### src/rtl/display_pkg.sv
// Shared constants for the VGA display path: default 640x480@60 timing,
// display mode encodings and the colour-bar code helper.
package display_pkg;

    localparam int DEF_H_ACTIVE = 640;
    localparam int DEF_H_FP     = 16;
    localparam int DEF_H_SYNC   = 96;
    localparam int DEF_H_BP     = 48;
    localparam int DEF_V_ACTIVE = 480;
    localparam int DEF_V_FP     = 10;
    localparam int DEF_V_SYNC   = 2;
    localparam int DEF_V_BP     = 33;

    localparam logic [1:0] MODE_BARS      = 2'd0;
    localparam logic [1:0] MODE_BARS_TEXT = 2'd1;
    localparam logic [1:0] MODE_BLACK     = 2'd2;
    localparam logic [1:0] MODE_TEXT      = 2'd3;

    // Colour code for bar k (mod 8): bit2 = green, bit1 = red, bit0 = blue.
    function automatic logic [2:0] bar_code(input logic [2:0] k);
        return 3'd7 - k;
    endfunction

endpackage

### src/rtl/hex_font_rom.sv
// 8x8 glyph table for hex digits 0-F; row 0 is the top row, bit 7 the
// leftmost pixel.
module hex_font_rom
    import display_pkg::*;
(
    input  logic [3:0] nibble,
    input  logic [2:0] row,
    output logic [7:0] glyph_row
);

    logic [63:0] glyph_s;

    // Whole glyph per nibble, top row in the most significant byte.
    always_comb begin
        case (nibble)
            4'h0:    glyph_s = 64'h3C66_6E76_6666_3C00;
            4'h1:    glyph_s = 64'h1838_1818_1818_7E00;
            4'h2:    glyph_s = 64'h3C66_060C_3060_7E00;
            4'h3:    glyph_s = 64'h3C66_061C_0666_3C00;
            4'h4:    glyph_s = 64'h0C1C_3C6C_7E0C_0C00;
            4'h5:    glyph_s = 64'h7E60_7C06_0666_3C00;
            4'h6:    glyph_s = 64'h3C60_7C66_6666_3C00;
            4'h7:    glyph_s = 64'h7E06_0C18_3030_3000;
            4'h8:    glyph_s = 64'h3C66_663C_6666_3C00;
            4'h9:    glyph_s = 64'h3C66_663E_060C_3800;
            4'hA:    glyph_s = 64'h183C_6666_7E66_6600;
            4'hB:    glyph_s = 64'h7C66_667C_6666_7C00;
            4'hC:    glyph_s = 64'h3C66_6060_6066_3C00;
            4'hD:    glyph_s = 64'h786C_6666_666C_7800;
            4'hE:    glyph_s = 64'h7E60_607C_6060_7E00;
            4'hF:    glyph_s = 64'h7E60_607C_6060_6000;
            default: glyph_s = 64'h0;
        endcase
    end

    assign glyph_row = glyph_s[{3'd7 - row, 3'b000} +: 8];

endmodule

### src/rtl/display_gen.sv
// VGA timing generator with colour bars, hex debug-word overlay and a
// per-frame mode snapshot; fixed two-cycle latency from counters to pins.
module display_gen
    import display_pkg::*;
#(
    parameter int COLOR_BITS = 4,
    parameter int H_ACTIVE   = DEF_H_ACTIVE,
    parameter int H_FP       = DEF_H_FP,
    parameter int H_SYNC     = DEF_H_SYNC,
    parameter int H_BP       = DEF_H_BP,
    parameter int V_ACTIVE   = DEF_V_ACTIVE,
    parameter int V_FP       = DEF_V_FP,
    parameter int V_SYNC     = DEF_V_SYNC,
    parameter int V_BP       = DEF_V_BP,
    parameter bit SYNC_POL   = 1'b0,
    parameter int NBARS      = 8,
    parameter int DBG_WORDS  = 2,
    parameter int TEXT_X     = 8,
    parameter int TEXT_Y     = 8
) (
    input  logic                                              vga_clk,
    input  logic                                              rst,
    input  logic [1:0]                                        mode,
    input  logic [32*DBG_WORDS-1:0]                           dbg,
    output logic                                              vga_hs,
    output logic                                              vga_vs,
    output logic                                              vga_de,
    output logic [COLOR_BITS-1:0]                             vga_r,
    output logic [COLOR_BITS-1:0]                             vga_g,
    output logic [COLOR_BITS-1:0]                             vga_b,
    output logic [$clog2(H_ACTIVE+H_FP+H_SYNC+H_BP)-1:0]      x_cnt,
    output logic [$clog2(V_ACTIVE+V_FP+V_SYNC+V_BP)-1:0]      y_cnt,
    output logic                                              frame_start
);

    localparam int H_TOTAL = H_ACTIVE + H_FP + H_SYNC + H_BP;
    localparam int V_TOTAL = V_ACTIVE + V_FP + V_SYNC + V_BP;
    localparam int XW      = $clog2(H_TOTAL);
    localparam int YW      = $clog2(V_TOTAL);
    localparam int BAR_W   = H_ACTIVE / NBARS;
    localparam int BPW     = (BAR_W > 1) ? $clog2(BAR_W) : 1;
    localparam int KW      = $clog2(NBARS + 1);
    localparam int HS_LO   = H_ACTIVE + H_FP;
    localparam int HS_HI   = HS_LO + H_SYNC;
    localparam int VS_LO   = V_ACTIVE + V_FP;
    localparam int VS_HI   = VS_LO + V_SYNC;
    localparam logic [COLOR_BITS-1:0] ONES = {COLOR_BITS{1'b1}};

    logic [XW-1:0]              x_q, x_d;
    logic [YW-1:0]              y_q, y_d;
    logic [BPW-1:0]             bar_pix_q, bar_pix_d;
    logic [KW-1:0]              bar_k_q, bar_k_d;
    logic [1:0]                 mode_q, mode_d;
    logic [32*DBG_WORDS-1:0]    snap_q, snap_d;

    logic [31:0]                x_w, y_w, dy_w, word_s;
    logic [5:0]                 dx_s;
    logic [3:0]                 nib_s;
    logic [32*DBG_WORDS-1:0]    src_s;
    logic                       act_s, text_s;

    logic [2:0]                 bark1_q, bark1_d, bitsel1_q, bitsel1_d;
    logic [6:0]                 gaddr1_q, gaddr1_d;
    logic                       text1_q, text1_d;
    logic                       hs1_q, hs1_d, vs1_q, vs1_d, de1_q, de1_d;
    logic                       hs2_q, vs2_q, de2_q;
    logic [COLOR_BITS-1:0]      r_q, r_d, g_q, g_d, b_q, b_d;

    logic [7:0]                 glyph_s;
    logic [2:0]                 code_s;
    logic [COLOR_BITS-1:0]      bar_r_s, bar_g_s, bar_b_s, txt_s;

    assign frame_start = (x_q == '0) && (y_q == '0);
    assign x_cnt       = x_q;
    assign y_cnt       = y_q;
    assign x_w         = 32'(x_q);
    assign y_w         = 32'(y_q);

    // Raster counters, bar sub-counter and frame snapshot next-state.
    always_comb begin
        x_d       = x_q;
        y_d       = y_q;
        bar_pix_d = bar_pix_q;
        bar_k_d   = bar_k_q;
        if (x_q == XW'(H_TOTAL - 1)) begin
            x_d       = '0;
            bar_pix_d = '0;
            bar_k_d   = '0;
            if (y_q == YW'(V_TOTAL - 1)) begin
                y_d = '0;
            end else begin
                y_d = y_q + YW'(1);
            end
        end else begin
            x_d = x_q + XW'(1);
            if (bar_pix_q == BPW'(BAR_W - 1)) begin
                bar_pix_d = '0;
                bar_k_d   = bar_k_q + KW'(1);
            end else begin
                bar_pix_d = bar_pix_q + BPW'(1);
            end
        end
        if (frame_start) begin
            mode_d = mode;
            snap_d = dbg;
        end else begin
            mode_d = mode_q;
            snap_d = snap_q;
        end
    end

    // Stage 0 -> 1: region decode and glyph address; the snapshot is
    // bypassed on the frame-start cycle so pixel (0,0) sees the new words.
    always_comb begin
        dx_s   = 6'(x_w - 32'(TEXT_X));
        dy_w   = y_w - 32'(TEXT_Y);
        act_s  = (x_w < 32'(H_ACTIVE)) && (y_w < 32'(V_ACTIVE));
        text_s = act_s && (x_w >= 32'(TEXT_X)) && (x_w < 32'(TEXT_X + 64)) &&
                 (y_w >= 32'(TEXT_Y)) && (y_w < 32'(TEXT_Y + 8*DBG_WORDS));
        src_s  = frame_start ? dbg : snap_q;
        word_s = '0;
        for (int i = 0; i < DBG_WORDS; i++) begin
            if (dy_w[31:3] == 29'(i)) begin
                word_s = src_s[i*32 +: 32];
            end else begin
                word_s = word_s;
            end
        end
        nib_s     = word_s[{3'd7 - dx_s[5:3], 2'b00} +: 4];
        bark1_d   = 3'(bar_k_q);
        text1_d   = text_s;
        gaddr1_d  = {nib_s, dy_w[2:0]};
        bitsel1_d = 3'd7 - dx_s[2:0];
        hs1_d     = ((x_w >= 32'(HS_LO)) && (x_w < 32'(HS_HI))) ? SYNC_POL : ~SYNC_POL;
        vs1_d     = ((y_w >= 32'(VS_LO)) && (y_w < 32'(VS_HI))) ? SYNC_POL : ~SYNC_POL;
        de1_d     = act_s;
    end

    hex_font_rom u_font (
        .nibble    (gaddr1_q[6:3]),
        .row       (gaddr1_q[2:0]),
        .glyph_row (glyph_s)
    );

    // Stage 1 -> 2: colour selection by snapshotted mode, blanked outside de.
    always_comb begin
        code_s  = bar_code(bark1_q);
        bar_r_s = code_s[1] ? ONES : '0;
        bar_g_s = code_s[2] ? ONES : '0;
        bar_b_s = code_s[0] ? ONES : '0;
        txt_s   = glyph_s[bitsel1_q] ? ONES : '0;
        r_d = '0;
        g_d = '0;
        b_d = '0;
        if (de1_q) begin
            case (mode_q)
                MODE_BARS: begin
                    r_d = bar_r_s; g_d = bar_g_s; b_d = bar_b_s;
                end
                MODE_BARS_TEXT: begin
                    if (text1_q) begin
                        r_d = txt_s; g_d = txt_s; b_d = txt_s;
                    end else begin
                        r_d = bar_r_s; g_d = bar_g_s; b_d = bar_b_s;
                    end
                end
                MODE_TEXT: begin
                    if (text1_q) begin
                        r_d = txt_s; g_d = txt_s; b_d = txt_s;
                    end else begin
                        r_d = '0; g_d = '0; b_d = '0;
                    end
                end
                default: begin
                    r_d = '0; g_d = '0; b_d = '0;
                end
            endcase
        end else begin
            r_d = '0; g_d = '0; b_d = '0;
        end
    end

    // All state: counters, snapshot and both pipeline stages.
    always_ff @(posedge vga_clk) begin
        if (rst) begin
            x_q       <= '0;
            y_q       <= '0;
            bar_pix_q <= '0;
            bar_k_q   <= '0;
            mode_q    <= MODE_BARS;
            snap_q    <= '0;
            bark1_q   <= 3'd0;
            text1_q   <= 1'b0;
            gaddr1_q  <= 7'd0;
            bitsel1_q <= 3'd0;
            hs1_q     <= ~SYNC_POL;
            vs1_q     <= ~SYNC_POL;
            de1_q     <= 1'b0;
            hs2_q     <= ~SYNC_POL;
            vs2_q     <= ~SYNC_POL;
            de2_q     <= 1'b0;
            r_q       <= '0;
            g_q       <= '0;
            b_q       <= '0;
        end else begin
            x_q       <= x_d;
            y_q       <= y_d;
            bar_pix_q <= bar_pix_d;
            bar_k_q   <= bar_k_d;
            mode_q    <= mode_d;
            snap_q    <= snap_d;
            bark1_q   <= bark1_d;
            text1_q   <= text1_d;
            gaddr1_q  <= gaddr1_d;
            bitsel1_q <= bitsel1_d;
            hs1_q     <= hs1_d;
            vs1_q     <= vs1_d;
            de1_q     <= de1_d;
            hs2_q     <= hs1_q;
            vs2_q     <= vs1_q;
            de2_q     <= de1_q;
            r_q       <= r_d;
            g_q       <= g_d;
            b_q       <= b_d;
        end
    end

    assign vga_hs = hs2_q;
    assign vga_vs = vs2_q;
    assign vga_de = de2_q;
    assign vga_r  = r_q;
    assign vga_g  = g_q;
    assign vga_b  = b_q;

endmodule
### config.mk
export PLATFORM = sky130hd
export DESIGN_NAME = display_gen
export DESIGN_NICKNAME = d
export VERILOG_FILES = /design/src/rtl/display_pkg.sv /design/src/rtl/hex_font_rom.sv /design/src/rtl/display_gen.sv
export SDC_FILE = /design/constraint.sdc
export NUM_CORES = 1
export LEC_CHECK = 0
export ABC_AREA = 1
export CORE_MARGIN = 8
export CORE_UTILIZATION = 35
export DETAILED_ROUTE_END_ITERATION = 7
export GPL_ROUTABILITY_DRIVEN = 0
export SKIP_CTS_REPAIR_TIMING = 1
export SYNTH_ARGS = -nofsm -noshare
export SYNTH_HDL_FRONTEND = slang
export SYNTH_SLANG_ARGS = --single-unit
### constraint.sdc
create_clock -name vga_clk -period 7.9 [get_ports vga_clk]
set_input_delay 1.975 -clock vga_clk [delete_from_list [all_inputs] [get_ports vga_clk]]
set_output_delay 1.975 -clock vga_clk [all_outputs]
set_load 0.02 [all_outputs]
# ---- Yosys cells after proc, flatten, opt, wreduce, memory -nomap -nowiden
# Memory sizes are Yosys's and may differ from the RTL's. A register that Yosys moved wholly into a read port is not among the register bits.
# Cells that the tools add are included.
dict set report totals {
  reg_bits 129
  mem_bits_ro 656
  in_bits 68
  out_inout_bits 36
  word_cells 85
  n_memories 1
}
dict set report op_classes {
  n_addsub 10
  magnitude_cmp 11
  eq_ne 6
  n_shift 2
  n_mux 20
  n_bitwise 1
  n_reduce_logical 15
}
# name words width rd rd_ports_with_merged_regs wr line_no
set mem_list {}
lappend mem_list {{(name not given)} 16 41 1 1 0 hex_font_rom.sv:15} ;# case (nibble)
# operator count
set ops {}
lappend ops {{32-bit 2-to-1 mux} 2}
lappend ops {{64-bit 2-to-1 mux} 1}
lappend ops {{64-bit by 7-bit variable part select with 8-bit output} 1}
lappend ops {{4-bit 2-to-1 mux} 9}
lappend ops {{4-bit case mux with 3 select lines} 3}
lappend ops {{32-bit by 6-bit variable part select with 4-bit output} 1}
lappend ops {{29-bit by 1-bit == test with 1-bit output, second input constant} 1}
lappend ops {{29-bit logical NOT} 1}
lappend ops {{10-bit by 1-bit adder with 10-bit output, second input constant} 2}
lappend ops {{10-bit == test, second input constant} 2}
lappend ops {{10-bit by 4-bit greater-or-equal comparator with 1-bit output, second input constant} 2}
lappend ops {{10-bit logical NOT} 2}
lappend ops {{10-bit < comparator, second input constant} 2}
lappend ops {{10-bit by 9-bit < comparator with 1-bit output, second input constant} 2}
lappend ops {{3-bit subtractor, first input constant} 4}
lappend ops {{10-bit by 4-bit subtractor with 11-bit output, second input constant} 1}
lappend ops {{10-bit greater-or-equal comparator, second input constant} 1}
lappend ops {{10-bit by 9-bit greater-or-equal comparator with 1-bit output, second input constant} 1}
lappend ops {{10-bit by 5-bit < comparator with 1-bit output, second input constant} 1}
lappend ops {{10-bit by 7-bit < comparator with 1-bit output, second input constant} 1}
lappend ops {{10-bit 2-to-1 mux} 1}
lappend ops {{1-bit logical AND} 8}
lappend ops {{7-bit by 1-bit adder with 7-bit output, second input constant} 1}
lappend ops {{7-bit == test, second input constant} 1}
lappend ops {{11 further kinds} 14}

# ---- Logic depth before layout (Yosys ltp)
dict set report depth {
  word_depth 7
  ltp_mapped 23
  ltp_nobuf 22
}

# ---- Modules after synthesis
# From an unflattened synthesis, not the netlist that was laid out.
dict set report unflattened {
  hier_cells 1119
  hier_area_um2 7099.3
}
# mod instances cells_each area_per_inst_um2 seq_area_each_um2
set by_module_without_submodules {}
lappend by_module_without_submodules {display_gen 1 908 6098.3 2382.3}
lappend by_module_without_submodules {hex_font_rom 1 211 1001.0 0.0}

# ---- Worst setup path after synthesis
# No wires, ideal clock.
dict set report synth_path {
  path_type {input to register}
  start {input port rst}
  end {register u_font.glyph_s[17] (netlist name)}
  setup_ps 114
  t_arrival_ps 3415
  t_required_ps 7786
  slack_ps 4371
  stages 10
  path_buffers 2
  path_cell_list {a21oi_1 > and3_1 > buf_2 > clkbuf_1 > nand2_1 > ha_1 > inv_1 > nand3_1 > nand3_2 > nand2_1}
}
dict set report synth_via {
  elab_chain_cells 1
}
# item line_no
set synth_rtl {}
lappend synth_rtl {{start: declaration} display_gen.sv:22} ;# input logic rst,
lappend synth_rtl {{4-bit 2-to-1 mux (no source line)} n/a}
# Every way passes these cells.
# A chain may end at the register's enable or synchronous reset.

# ---- Final worst setup path
dict set report layout_path {
  start {register x_q[3], in the netlist x_cnt[3]}
  end {output port frame_start}
}
dict set report layout_via {
  elab_chain_cells 2
}
# item line_no
set layout_rtl {}
lappend layout_rtl {{start: declaration} display_gen.sv:49} ;# logic [XW-1:0] x_q, x_d;
lappend layout_rtl {{start signal: assignment} display_gen.sv:186} ;# x_q <= '0;
lappend layout_rtl {{start signal: assignment} display_gen.sv:206} ;# x_q <= x_d;
lappend layout_rtl {{10-bit logical NOT} display_gen.sv:73} ;# assign frame_start = (x_q == '0) && (y_q == '0);
lappend layout_rtl {{1-bit logical AND} display_gen.sv:73}
lappend layout_rtl {{end: declaration} display_gen.sv:33} ;# output logic frame_start
# Every way passes these cells.

==> metrics <==
Netlist cell types=47; Max VDD drop=145 uV; vias per cell=5.08; RSZ-0062 raised after global routing=false; DR pass1 iterations=5; fin area=9250 um2; Finished Core Util=42.6%; Adder-Cell Fraction of Synth Area=2.77%; core area=roughly 22000 um2; Least-Margin Pin Slew=918 ps; Final min period=between 4000 and 5000 ps; HP Class=reg -> reg; YS warnings=0; Reg clk slew, reported paths=60 ps; Post-Synth Simple-Gate Area=37.5%; cells after synthesis=1087; Seq cells post-synth=153; CTS tree=done; chip width=around 160 um; clock buffer depth=2; CTS H-tree depth=4; clock skew=15.0 ps; PD cells=198 nW/um2; leakage=0.00398 uW; Max stage delay cell, worst path=clkdlybuf4s50_1; share of layout cells above drive strength 1=7.21%; mean post-synth cell area=7.08 um2; Total Routing Usage GR=16.4%; wire per inst=15.0 um; DP Area=8710 um2; Synth Area in Compound Gates=approximately a tenth; Post-Synth XOR/XNOR Area=0.797%; worst path bufs/invs=3; vias in the first global route=6957; Die ar.=27000 um2; total grt overflow=0; post-route ant nets=0; dominant synthesized flop cell=dfxtp_1; Nets=around 1200; HPWL after DPL=15.4 mm; Startpoint Class=register; share of flip-flops with an asynchronous set or reset=0%; Clk Latency, worst-skew pair=approximately 430 ps; number of buffers created by CTS=17; CTS root buffer=clkbuf_16; Worst setup EP type=primary output; Starting Density=35.5%; IO buf count=just over 100; outcome=completed; Layout area overhead=20.2%; Total Negative Setup Slacks=0 ps; first-pass GRT wire length=between 30 and 40 mm; diodes inserted=0; Final Hold Vio Count=0; Max-Cap Viols=0; crit share post-route=between 60% and 70%; initial DRC count=just over 500; total wire length=between 20 and 25 mm; register area share after synthesis=39.8%; site row count=54; pin count of the biggest net entering global routing=69; leading area contributor after synthesis=dfxtp_1; post-synth top area share=roughly 40%; number of remaining DRC errors=0; Crit Path Class=reg -> out; I/O pins=104; FMAX=about 210 MHz; Vias=7341; number of flops mapped to enable cells by yosys=0; largest family of logic cells by synthesized area=simple AND/OR/NAND/NOR gates; crit-path max FO=25; CP arrival=between 2000 and 3000 ps; Critical Path RT=5930 ps; cell family with most CP delay=buffers and inverters; initial antenna violation count=1; CP cell instances=inv_1, nand2_1, nor2_4, nand3_4, inv_2, clkdlybuf4s50_1; setup violators final=0; clock sinks=153; syn_nets=1172; Slew headroom=38.5%; Final Slew Violations=0; post-synthesis mux area share=0%; top cells by area, synth=dfxtp_1 40%, nand2_1 13%, nand3_1 13%; Max stage delay on crit path=between 600 and 700 ps; die height=164 um; post-synthesis cell area=7690 um2
-- Yosys cell counts, types with 3 or more instances --
cell type  number
a21oi_1        75
buf_1           5
buf_2          14
buf_4          24
buf_6           8
clkbuf_1       12
dfxtp_1       153
ha_1           17
inv_1          78
inv_2           9
nand2_1       270
nand2_2        10
nand3_1       200
nand3b_1       10
nand4_1        11
nor2_1         83
nor2_2          7
nor2_4          5
nor3_1         12
nor3b_1         3
nor4_1          6
o211ai_1        3
o21ai_0        28
o21ai_2         6
xor2_1          6
-- cell type report --
type                       count  area, um2
multi-input combinational    782       3890
tap                          280        350
sequential                   153       3060
clock inverter                12       91.3
timing repair buffer         109       1070
fill                        2245      12400
inverter                      89        334
clock buffer                  20        447
-- report_power, final --
group / switching, uW / total, uW / internal, uW / leakage [uW]
Combinational: 154 / 256 / 102 / 0.00246
Clock: 336 / 749 / 414 / 0.000267
Sequential: 15.5 / 827 / 812 / 0.00125
-- state kept, by name (all words and copies together), names as in the netlist, 2 cells and up --
signal          count
bitsel1_q           3
y_cnt              10
u_font.glyph_s     38
x_cnt              10
bar_pix_q           7
bar_k_q             3
mode_q              2
gaddr1_q            3
snap_q             64
bark1_q             3
-- logic make-up after synthesis --
kind of cell,Yosys count
AOI/OAI and AO/OA,130
DFF,153
adders and majority gates,17
xor gates and xnor gates,7
buffers and inverters,152
and+or+nand+nor,628
-- path summary, 6_finish.rpt --
kind                            startpoint                 end  slack [ps]  cells past startpoint
worst max-delay path              x_cnt[3]         frame_start        3130                      6
worst min-delay path                 vs1_q              vga_vs         420                      1
worst max register to register    y_cnt[0]  u_font.glyph_s[26]        4180                     18
worst min register to register       vs1_q              vga_vs         420                      1
-- metrics by stage --
stage	hold WS, ps	power (uW)	std cells	setup slack [ps]
2_1_floorplan	389	1030	1087	4370
3_3_place_gp	402	1100	1413	3640
3_5_place_dp	408	1100	1413	3590
4_1_cts	425	1850	1445	3130
5_1_grt	442	1920	1445	2900
6_report	418	1830	1445	3130
-- placed cells by master (no fill, tap or decap), types with 4 or more instances in the layout --
| cell | n |
|---|---|
| ha_1 | 17 |
| xor2_1 | 6 |
| a21oi_1 | 75 |
| inv_1 | 78 |
| nand3_1 | 200 |
| clkdlybuf4s50_1 | 102 |
| clkinv_2 | 4 |
| inv_2 | 9 |
| buf_4 | 6 |
| nor2_2 | 7 |
| nand2_1 | 270 |
| nor3_1 | 12 |
| o21ai_0 | 28 |
| nand3b_1 | 10 |
| nand2_2 | 10 |
| nor2_1 | 83 |
| o21ai_2 | 6 |
| nor4_1 | 6 |
| clkbuf_16 | 17 |
| nor2_4 | 5 |
| dfxtp_1 | 153 |
| nand4_1 | 11 |
-- per-layer routing --
metal | routed length (um) | track usage (%)
met5 | 0 | 0
met3 | 1280 | 3.23
met1 | 9920 | 21.2
met2 | 10100 | 27.0
met4 | 372 | 5.45
Note: power is estimated with default switching activity, not from simulation.
